$ cat config.mk
export PLATFORM = sky130hd
export DESIGN_NAME = mem_port_arbiter
export DESIGN_NICKNAME = d
export VERILOG_FILES = /design/src/rtl/mem_port_arbiter.sv
export SDC_FILE = /design/constraint.sdc
export NUM_CORES = 1
export LEC_CHECK = 0
export CAP_MARGIN = 15
export CORE_ASPECT_RATIO = 0.75
export CORE_MARGIN = 4
export CORE_UTILIZATION = 30
export CTS_CLUSTER_DIAMETER = 120
export DETAILED_ROUTE_END_ITERATION = 7
export MAX_ROUTING_LAYER = met4
export PLACE_DENSITY_LB_ADDON = 0.08
export SYNTH_ARGS = -nofsm -noshare
export SYNTH_HDL_FRONTEND = slang
export SYNTH_SLANG_ARGS = --single-unit
export TNS_END_PERCENT = 1
$ cat constraint.sdc
create_clock -name clock -period 11.7 [get_ports clock]
set_input_delay 2.34 -clock clock [delete_from_list [all_inputs] [get_ports clock]]
set_output_delay 2.34 -clock clock [all_outputs]
set_load 0.005 [all_outputs]
$ cat src/rtl/mem_port_arbiter.sv
// Shares one single-port main memory between instruction fetch and the
// load/store data path. Conflicts are resolved round-robin, each access runs
// for WAIT_CYCLES memory cycles, and completion is signalled by a one-cycle
// ack with the read data already registered on the requesting side.
module mem_port_arbiter #(
  parameter int ADDR_BITS   = 64,
  parameter int DATA_BITS   = 64,
  parameter int WAIT_CYCLES = 2
) (
  input  logic                 clock,
  input  logic                 reset,
  input  logic                 if_req,
  input  logic [ADDR_BITS-1:0] if_addr,
  output logic [DATA_BITS-1:0] if_rdata,
  output logic                 if_ack,
  input  logic                 d_req,
  input  logic                 d_write,
  input  logic [ADDR_BITS-1:0] d_addr,
  input  logic [DATA_BITS-1:0] d_wdata,
  output logic [DATA_BITS-1:0] d_rdata,
  output logic                 d_ack,
  output logic                 mem_en,
  output logic                 mem_write,
  output logic [ADDR_BITS-1:0] mem_addr,
  output logic [DATA_BITS-1:0] mem_wdata,
  input  logic [DATA_BITS-1:0] mem_rdata,
  output logic                 busy
);

  localparam logic [1:0] S_IDLE   = 2'd0;
  localparam logic [1:0] S_ACCESS = 2'd1;
  localparam logic [1:0] S_ACK    = 2'd2;

  // Access counter is 4 bits wide, enough for WAIT_CYCLES up to 15.
  localparam logic [3:0] COUNT_INIT = 4'(WAIT_CYCLES - 1);

  logic [1:0]           state;
  logic [3:0]           count;
  logic                 last_grant;   // 1 = data side was granted last
  logic                 sel_data;     // side owning the current transaction
  logic                 wr_q;
  logic [ADDR_BITS-1:0] addr_q;
  logic [DATA_BITS-1:0] wdata_q;

  logic                 grant_any;
  logic                 grant_data;

  // Round-robin choice: on conflict the side not served last wins.
  always_comb begin
    grant_any  = if_req | d_req;
    grant_data = 1'b0;
    if (if_req && d_req) begin
      grant_data = ~last_grant;
    end else if (d_req) begin
      grant_data = 1'b1;
    end
  end

  // Sequencer: latch the granted request, count out the access, then ack.
  always_ff @(posedge clock or posedge reset) begin
    if (reset) begin
      state      <= S_IDLE;
      count      <= 4'd0;
      last_grant <= 1'b1;
      sel_data   <= 1'b0;
      wr_q       <= 1'b0;
      addr_q     <= '0;
      wdata_q    <= '0;
      if_rdata   <= '0;
      d_rdata    <= '0;
    end else begin
      case (state)
        S_IDLE: begin
          if (grant_any) begin
            state      <= S_ACCESS;
            count      <= COUNT_INIT;
            sel_data   <= grant_data;
            last_grant <= grant_data;
            // Fetches are always reads, whatever d_write says.
            wr_q       <= grant_data & d_write;
            addr_q     <= grant_data ? d_addr : if_addr;
            wdata_q    <= grant_data ? d_wdata : '0;
          end
        end
        S_ACCESS: begin
          if (count == 4'd0) begin
            state <= S_ACK;
            if (!wr_q) begin
              if (sel_data) begin
                d_rdata <= mem_rdata;
              end else begin
                if_rdata <= mem_rdata;
              end
            end
          end else begin
            count <= count - 4'd1;
          end
        end
        S_ACK: begin
          state <= S_IDLE;
        end
        default: begin
          state <= S_IDLE;
        end
      endcase
    end
  end

  // Memory-side and ack outputs decode from registered state only, so no
  // request input has a combinational path to the memory port.
  always_comb begin
    busy      = (state != S_IDLE);
    mem_en    = (state == S_ACCESS);
    mem_write = (state == S_ACCESS) && (count == 4'd0) && wr_q;
    mem_addr  = addr_q;
    mem_wdata = wdata_q;
    if_ack    = (state == S_ACK) && !sel_data;
    d_ack     = (state == S_ACK) && sel_data;
  end

endmodule

==> results of run 1 <==
flip-flops by register name, indices dropped and copies added (netlist names):
signal,count
count,4
d_rdata,64
if_rdata,64
last_grant,1
mem_addr,64
mem_wdata,64
sel_data,1
state,2
wr_q,1
layout make-up:
cell class,instances,area (sq um),area share [%]
inverters,4,22.5,0.129
diodes,7,17.5,0.101
repair buffers,531,5300,30.5
clock buffers,34,774,4.45
well taps,457,572,3.29
multi-input cells,418,3790,21.8
clock inverters,19,288,1.65
flip-flops and latches,265,6630,38.1
placed cells by master (no fill, tap or decap), types with 9 or more instances in the layout:
master | Yosys | routed
a2bb2oi_1 | 64 | 64
buf_4 | 0 | 9
a22o_1 | 65 | 65
clkbuf_16 | 0 | 29
mux2_4 | 60 | 60
dfrtp_1 | 264 | 264
clkdlybuf4s50_1 | 0 | 521
nand2_1 | 66 | 66
a211oi_1 | 64 | 64
mux2_2 | 69 | 69
kinds of logic after synthesis:
kind of cell / synth area share (%)
AOI/OAI and AO/OA: 15.5
adders and majority gates: 0.232
buffers and inverters: 3.54
DFF: 61.5
muxes: 15.6
and+or+nand+nor: 3.56
worst max-delay path by stage:
stage | startpoint | end
global placement | if_req | count[3]
floorplan | reset | count[0]
detailed placement | if_req | mem_wdata[24]
global route | count[0] | mem_write
finish | count[0] | mem_write
CTS | count[0] | mem_write
power breakdown:
group	leakage, nW	switching, mW	internal (mW)
combinational	3.72	0.766	1.36
sequential	3.16	0.248	1.37
clock	0.513	0.389	0.628
layer usage:
metal	track usage (%)	up-vias	wire length, um
met5	-	-	0
met4	5.56	0	1070
met3	6.43	55	3180
met2	30.7	318	18600
met1	24.2	4131	15800
li1	-	3801	-
==> impl_results.md, run 1 <==
- Status: completed
- CTS Buffer Depth: 3
- Synth Cell Area: 10,800 sq um
- Root Buffer: clkbuf_16
- CTS Hold Buffers Added: 0
- Final instance area: 17,400 sq um
- CTS tree: built
- Hold Path Class: reg2reg
- DP Area: 16,300 sq um
- Hold Crit Endpoint: d_rdata[23]
- Ys async rst share: 100%
- Setup Skew: 8.45 ps
- Final hold vios: 0
- Count leader, synth: dfrtp_1
- CP Depth: 5
- Placed cell count: 1,675
- F_max: 207 MHz
- Setup_tns: 0 ps
- Final cell count without fillers: 1,735
- Global placer's final weighted congestion: 0.830
- Layout fillers: 3,107
- Crit path max-delay family: simple AND/OR/NAND/NOR gates
- Port bufs: 521
- Num rows: 59
- Critical path, cell by cell: inv_1, ha_1, nor3b_1, and3_1, clkdlybuf4s50_1
- Post-synth EDFFs: 0
- Top FF cell, synth: dfrtp_1
- Antenna-violating nets left: 0
- Num CTS Buffers: 29
- Total grt overflow: 0
- Startpoint types: register
- Req. time, crit path: 9360 ps
- Die W: 227 um
- Clk slew on worst S/H paths: 70 ps
- Total clock sinks: 265
- Peak VDD IR: 0.000117 V
- Via density: 4.79
- Critical path buffers and inverters: 2
- Vias in the first global route: 8,996
- Post-Synthesis Mean Instance Area: 14.3 sq um
- Initial Util: 30.7%
- Layout cells sized above 1: 15.9%
- Die Area: 39,100 sq um
- DP Wirelength: 26,600 um
- Worst-Skew Late Latency: 540 ps
- Origin of the critical flop-to-flop path: count[0]
- Initial antenna violation count: 6
- Largest area contributor in the netlist: dfrtp_1
- Synth warn: 0
- Boundary Pins: 522
- Overall routed net length: 38,700 um
- Top post-synthesis cells by area: dfrtp_1 (61%), mux2_4 (8.4%), mux2_2 (7.2%)
- Flops & latches, synth: 265
- Slew HR: 34.2%
- Routed len/inst: 22.3 um
- Pwr Density: 274 nW/um^2
- Core Area: 35,100 sq um
- Cells on worst reg2reg path: 6
- Top cells by count, synth: dfrtp_1 (264), mux2_2 (69), nand2_1 (66), a22o_1 (65)
- MaxCap Viol Count: 0
- Htree depth: 1
- Cells resized by post-CTS repair: 0
- Synth cell types: 35
- Router iterations before antenna repair: 4
- 1st-iter DRT viols: 437
- Crit-path max FO: 5
- Via count: 8,305
- Overall Power: 4.76 mW
- Post-CTS Repair Setup Buffers: 0
- RSZ-0062 raised after global routing: false
- Largest net degree at the start of global routing: 170
- Period minus WS final: 4820 ps
- Share of Yosys cell area claimed by the top area cell type: 61.3%
- Slew Limit Fails: 0
- Area Overhead vs Synth: 61.5%
- Hold Startpoint: d_rdata[23]
- Critical path's slowest cell: clkdlybuf4s50_1
- All-Layer GR Usage: 19.5%
- Final period util: 41.2%
- Place WS: 6850 ps
- CP Capture Type: primary output
- Crit path DAT: 2480 ps
- WHS: 503 ps
- Max stage delay on crit path: 570 ps
- Chip height: 172 um
- Register area share after synthesis: 61.5%
- Critical setup path kind: reg2out
- Final setup fails: 0
- DRC Markers: 0
- Global-route wire length before repair: 57,000 um
- FF-to-FF End: if_rdata[61]
- Worst slew pin tran: 987 ps
- Cell count after synthesis: 753
- Final Util: 49.6%
- Flop-to-flop setup slack: 8860 ps
- Nets: 1,512
- Leakage: 7.39 nW
- Worst hold path cell count: 1
- Syn Nets: 1,016
- Setup ws final: 6880 ps
Power figures use the tool's default switching activity.
==> run 2: changes to the inputs <==
==> constraint.sdc (replaced) <==
create_clock -name clock -period 4.8 [get_ports clock]
set_input_delay 0.96 -clock clock [delete_from_list [all_inputs] [get_ports clock]]
set_output_delay 0.96 -clock clock [all_outputs]
set_load 0.005 [all_outputs]
==> run 2 against run 1 <==
First-iteration DRC count decreased by 3.0%. Core utilization decreased by 0.18 points. Worst hold slack improved by 1.0 ps. Die area unchanged. Global-route usage about the same. Critical path type unchanged. Largest cell class unchanged.
==> impl_results.md, run 2 (same netlist as run 1, synthesis figures left out) <==
- Status: completed
- DP Area: 16,400 sq um (+0.34%)
- Largest net degree at the start of global routing: 75 (-56%)
- Period minus WS final: 3550 ps
- Flop-to-flop setup slack: 1970 ps (-6890 ps)
- Final Util: 49.4% (-0.18 points)
- Cells on worst reg2reg path: 6 (unchanged)
- F_max: 282 MHz
- Setup ws final: 1250 ps (-5620 ps)
- Core Area: 35,100 sq um (unchanged)
- Global-route wire length before repair: 56,900 um (-0.17%)
- Initial Util: 30.7% (unchanged)
- Pwr Density: 658 nW/um^2 (+140%)
- CTS tree: built
- Slew HR: 36.9% (+2.6 points)
- CTS Buffer Depth: 3 (unchanged)
- Hold Startpoint: d_rdata[32]
- Port bufs: 521 (unchanged)
- Critical setup path kind: reg2out
- CTS Hold Buffers Added: 0 (unchanged)
- DP Wirelength: 27,800 um (+4.6%)
- Place WS: 1570 ps (-5280 ps)
- FF-to-FF End: if_rdata[53]
- Final cell count without fillers: 1,733 (-0.12%)
- Origin of the critical flop-to-flop path: count[0]
- Slew Limit Fails: 0 (unchanged)
- Worst slew pin tran: 947 ps (-39.5 ps)
- Overall routed net length: 38,800 um (+0.23%)
- Clk slew on worst S/H paths: 60 ps (about the same)
- Worst hold path cell count: 1 (unchanged)
- DRC Markers: 0 (unchanged)
- Most frequent cells in the layout: clkdlybuf4s50_1 (521), dfrtp_1 (264), mux2_2 (69)
- Root Buffer: clkbuf_16
- Crit path DAT: 2590 ps (+110 ps)
- Total grt overflow: 0 (unchanged)
- Initial antenna violation count: 5 (-1)
- Nets: 1,515 (+0.20%)
- Crit-path max FO: 48 (+43)
- Area Overhead vs Synth: 60.9%
- Total clock sinks: 265 (unchanged)
- Setup Skew: 15.6 ps (+7.18 ps)
- Peak VDD IR: 0.000286 V (+140%)
- Router iterations before antenna repair: 4 (unchanged)
- Routed len/inst: 22.4 um (+0.35%)
- Final period util: 73.9%
- Worst-Skew Late Latency: 540 ps (about the same)
- Hold Path Class: reg2reg
- Placed cell count: 1,678 (+0.18%)
- Vias in the first global route: 8,974 (-0.24%)
- Via density: 4.77 (-0.45%)
- Startpoint types: register
- Layout cells sized above 1: 15.7% (-0.16 points)
- Post-CTS Repair Setup Buffers: 0 (unchanged)
- Boundary Pins: 522 (unchanged)
- Commonest non-fill, non-tap cell in the layout: clkdlybuf4s50_1
- 1st-iter DRT viols: 424 (-3.0%)
- Hold Crit Endpoint: d_rdata[32]
- MaxCap Viol Count: 0 (unchanged)
- Final hold vios: 0 (unchanged)
- Num rows: 59 (unchanged)
- Num CTS Buffers: 29 (unchanged)
- Htree depth: 1 (unchanged)
- Die Area: 39,100 sq um (unchanged)
- Die W: 227 um (unchanged)
- Cells resized by post-CTS repair: 0 (unchanged)
- Global placer's final weighted congestion: 0.834 (+0.42%)
- Via count: 8,258 (-0.57%)
- Antenna-violating nets left: 0 (unchanged)
- Final setup fails: 0 (unchanged)
- RSZ-0062 raised after global routing: false
- All-Layer GR Usage: 19.5% (about the same)
- Final instance area: 17,300 sq um (-0.37%)
- Setup_tns: 0 ps (unchanged)
- Req. time, crit path: 3840 ps (-5520 ps)
- Chip height: 172 um (unchanged)
- CP Capture Type: primary output
- Leakage: 7.38 nW (-0.20%)
run 2: worst max-delay path, stage by stage, from the launching register on:
cell	delay, ps
dfrtp_1	370
or2_2	460
buf_4	570
clkdlybuf4s50_1	610
run 2: metal layers:
metal | vias up | track usage, % | share of wire, %
met5 | - | - | 0
met4 | 0 | 5.58 | 2.8
met3 | 50 | 6.30 | 7.8
met2 | 289 | 31.3 | 48
met1 | 4101 | 23.8 | 41
li1 | 3818 | - | -
run 2: per-stage QoR:
stage | hold slack, ps | power (mW)
floorplan | 498 | 6.17
global placement | 487 | 9.19
detailed placement | 491 | 9.23
CTS | 505 | 11.6
global route | 515 | 12.1
finish | 504 | 11.4
run 2: area by class of cell:
type,count,area (sq um)
clock inverters,15,179
diodes,5,12.5
clock buffers,35,768
repair buffers,534,5360
fillers,3105,17700
flip-flops and latches,265,6630
multi-input cells,418,3790
well taps,457,572
inverters,4,18.8
run 2: how the worst max path moves through the flow:
| stage | startpoint | depth (start not counted) | endpoint |
|---|---|---|---|
| after floorplan | reset | 1 | count[0] |
| after global placement | if_req | 6 | mem_wdata[31] |
| after detailed placement | if_req | 6 | mem_wdata[23] |
| after CTS | state[0] | 3 | busy |
| after global routing | state[0] | 3 | busy |
| final | state[0] | 3 | busy |
run 2: report_power, final:
part | switching (mW) | internal [mW] | total, mW
clock network | 0.912 | 1.35 | 2.26
registers | 0.611 | 3.33 | 3.94
logic | 1.87 | 3.33 | 5.20
==> run 3: changes to the inputs <==
==> constraint.sdc (replaced) <==
create_clock -name clock -period 3.3 [get_ports clock]
set_input_delay 0.66 -clock clock [delete_from_list [all_inputs] [get_ports clock]]
set_output_delay 0.66 -clock clock [all_outputs]
set_load 0.005 [all_outputs]
==> run 3 against run 2 <==
Combinational power rose by 47%. Via count rose by 0.27%. Count of clock-buffer cells in the layout rose by 7. Setup slack got worse by 920 ps. Clock power rose by 49%. Global-route usage rose by 0.26 points. Register-to-register slack got worse by 1300 ps. Final cell count rose by 0.69%. First-iteration DRC count fell by 14%. Critical path depth rose by 3. Clock skew fell by 0.76 ps. Sequential power rose by 45%.
==> impl_results.md, run 3 (same netlist as run 1, synthesis figures left out) <==
- Hold Path Class: reg2reg
- Layout fillers: 3,144 (+1.3%)
- DRC Markers: 0 (unchanged)
- Post-CTS Repair Setup Buffers: 0 (unchanged)
- Overall routed net length: 38,900 um (+0.40%)
- Initial Util: 30.7% (unchanged)
- Final setup fails: 0 (unchanged)
- Setup_tns: 0 ps (unchanged)
- Boundary Pins: 522 (unchanged)
- Origin of the critical flop-to-flop path: count[0]
- Flop-to-flop setup slack: 710 ps (-1260 ps)
- Status: completed
- DP Wirelength: 27,900 um (+0.36%)
- Routed len/inst: 22.3 um (-0.29%)
- Cells resized by post-CTS repair: 0 (unchanged)
- CTS Buffer Depth: 3 (unchanged)
- All-Layer GR Usage: 19.8% (+0.26 points)
- Commonest non-fill, non-tap cell in the layout: clkdlybuf4s50_1
- Final cell count without fillers: 1,745 (+0.69%)
- Most frequent cells in the layout: clkdlybuf4s50_1 (521), dfrtp_1 (264), mux2_2 (69)
- Global-route wire length before repair: 57,600 um (+1.3%)
- Via count: 8,280 (+0.27%)
- Req. time, crit path: 2640 ps (-1200 ps)
- Cells on worst reg2reg path: 6 (unchanged)
- Num rows: 59 (unchanged)
- Crit path DAT: 2300 ps (-290 ps)
- CP Capture Type: primary output
- Register Area: 6630 sq um (unchanged)
- Critical setup path kind: reg2out
- Initial antenna violation count: 4 (-1)
- Via density: 4.74 (-0.42%)
- Slew HR: 38.7% (+1.8 points)
- Hold Startpoint: mem_wdata[63]
- Vias in the first global route: 9,098 (+1.4%)
- Area Overhead vs Synth: 62.6%
- Num CTS Buffers: 29 (unchanged)
- F_max: 338 MHz
- Multi-input gate area: 3790 sq um (unchanged)
- Hold Crit Endpoint: mem_wdata[63]
- Period minus WS final: 2960 ps
- Layout cells sized above 1: 16.4% (+0.71 points)
- Die Area: 39,100 sq um (unchanged)
- Critical path, cell by cell: inv_1, ha_1, nor3b_1, buf_4, and3_1, clkdlybuf4s50_1
- Largest net degree at the start of global routing: 67 (-11%)
- Worst hold path cell count: 1 (unchanged)
- Port bufs: 521 (unchanged)
- Worst-Skew Late Latency: 550 ps (about the same)
- 1st-iter DRT viols: 365 (-14%)
- MaxCap Viol Count: 0 (unchanged)
- Global placer's final weighted congestion: 0.832 (-0.17%)
- Htree depth: 1 (unchanged)
- Die W: 227 um (unchanged)
- Root Buffer: clkbuf_16
- Chip height: 172 um (unchanged)
- Startpoint types: register
- CTS Hold Buffers Added: 0 (unchanged)
- RSZ-0062 raised after global routing: false
- Setup Skew: 14.9 ps (-0.758 ps)
- Max stage delay on crit path: 550 ps (-60 ps)
- Clk slew on worst S/H paths: 60 ps (about the same)
- Final period util: 89.8%
- Critical path's slowest cell: clkdlybuf4s50_1
- Final Util: 50.0% (+0.52 points)
- Overall Power: 16.7 mW (+47%)
- Placed cell count: 1,687 (+0.54%)
- Router iterations before antenna repair: 4 (unchanged)
- Core Area: 35,100 sq um (unchanged)
- Worst slew pin tran: 915 ps (-32.4 ps)
- Total grt overflow: 0 (unchanged)
- Slew Limit Fails: 0 (unchanged)
- FF-to-FF End: if_rdata[58]
- CTS tree: built
- Final hold vios: 0 (unchanged)
- Leakage: 7.47 nW (+1.3%)
- Total clock sinks: 265 (unchanged)
- Pwr Density: 954 nW/um^2 (+45%)
- Nets: 1,524 (+0.59%)
- Antenna-violating nets left: 0 (unchanged)
- Peak VDD IR: 0.000397 V (+39%)
- Crit-path max FO: 4 (-92%)
-- run 3: cell count changes in the layout (fill, tap and decap cells not counted) --
cell / delta
buf_12: +6
clkinv_2: -3
clkbuf_1: +1
clkbuf_8: +6
buf_4: +3
bufinv_16: -1
-- run 3: worst max-delay path by stage --
stage	startpoint	end	slack, ps	depth (start not counted)
detailed placement	d_req	mem_wdata[34]	680	5
global route	count[0]	mem_write	150	6
finish	count[0]	mem_write	340	6
floorplan	reset	count[0]	-860	1
global placement	state[1]	d_rdata[20]	650	5
CTS	count[0]	mem_write	280	6
-- run 3: power by group --
group          total (mW)  switching, mW  internal [mW]
registers            5.73          0.882           4.85
clock network        3.36           1.33           2.02
logic                7.63           2.73           4.90
total                16.7           4.95           11.8
-- run 3: final cells by class --
| class | instances | area share [%] |
|---|---|---|
| diodes | 5 | 0.0714 |
| clock buffers | 42 | 4.88 |
| clock inverters | 11 | 0.764 |
| inverters | 4 | 0.107 |
| multi-input cells | 418 | 21.6 |
| flip-flops and latches | 265 | 37.9 |
| well taps | 457 | 3.26 |
| repair buffers | 543 | 31.4 |
-- run 3: stage by stage --
| stage | hold slack [ps] | worst slack, ps | cell area, sq um |
|---|---|---|---|
| 6_report | 501 | 337 | 17500 |
| 5_1_grt | 517 | 150 | 17500 |
| 4_1_cts | 495 | 282 | 17500 |
| 3_5_place_dp | 491 | 679 | 16500 |
| 3_3_place_gp | 487 | 647 | 16500 |
| 2_1_floorplan | 498 | -857 | 10800 |
-- run 3: critical path, delay by kind of cell, from the launching register on --
kind	cells	cell delay [ps]
buffers and inverters	3	830
and+or+nand+nor	2	400
DFF	1	370
adders and majority gates	1	160
-- run 3: layer usage --
layer  share of wire (%)  track usage [%]  vias up
li1                    -                -     3821
met1                  40             23.5     4105
met2                  49             32.5      296
met3                 8.3             6.55       58
met4                 2.7             5.45        0
met5                   0                -        -
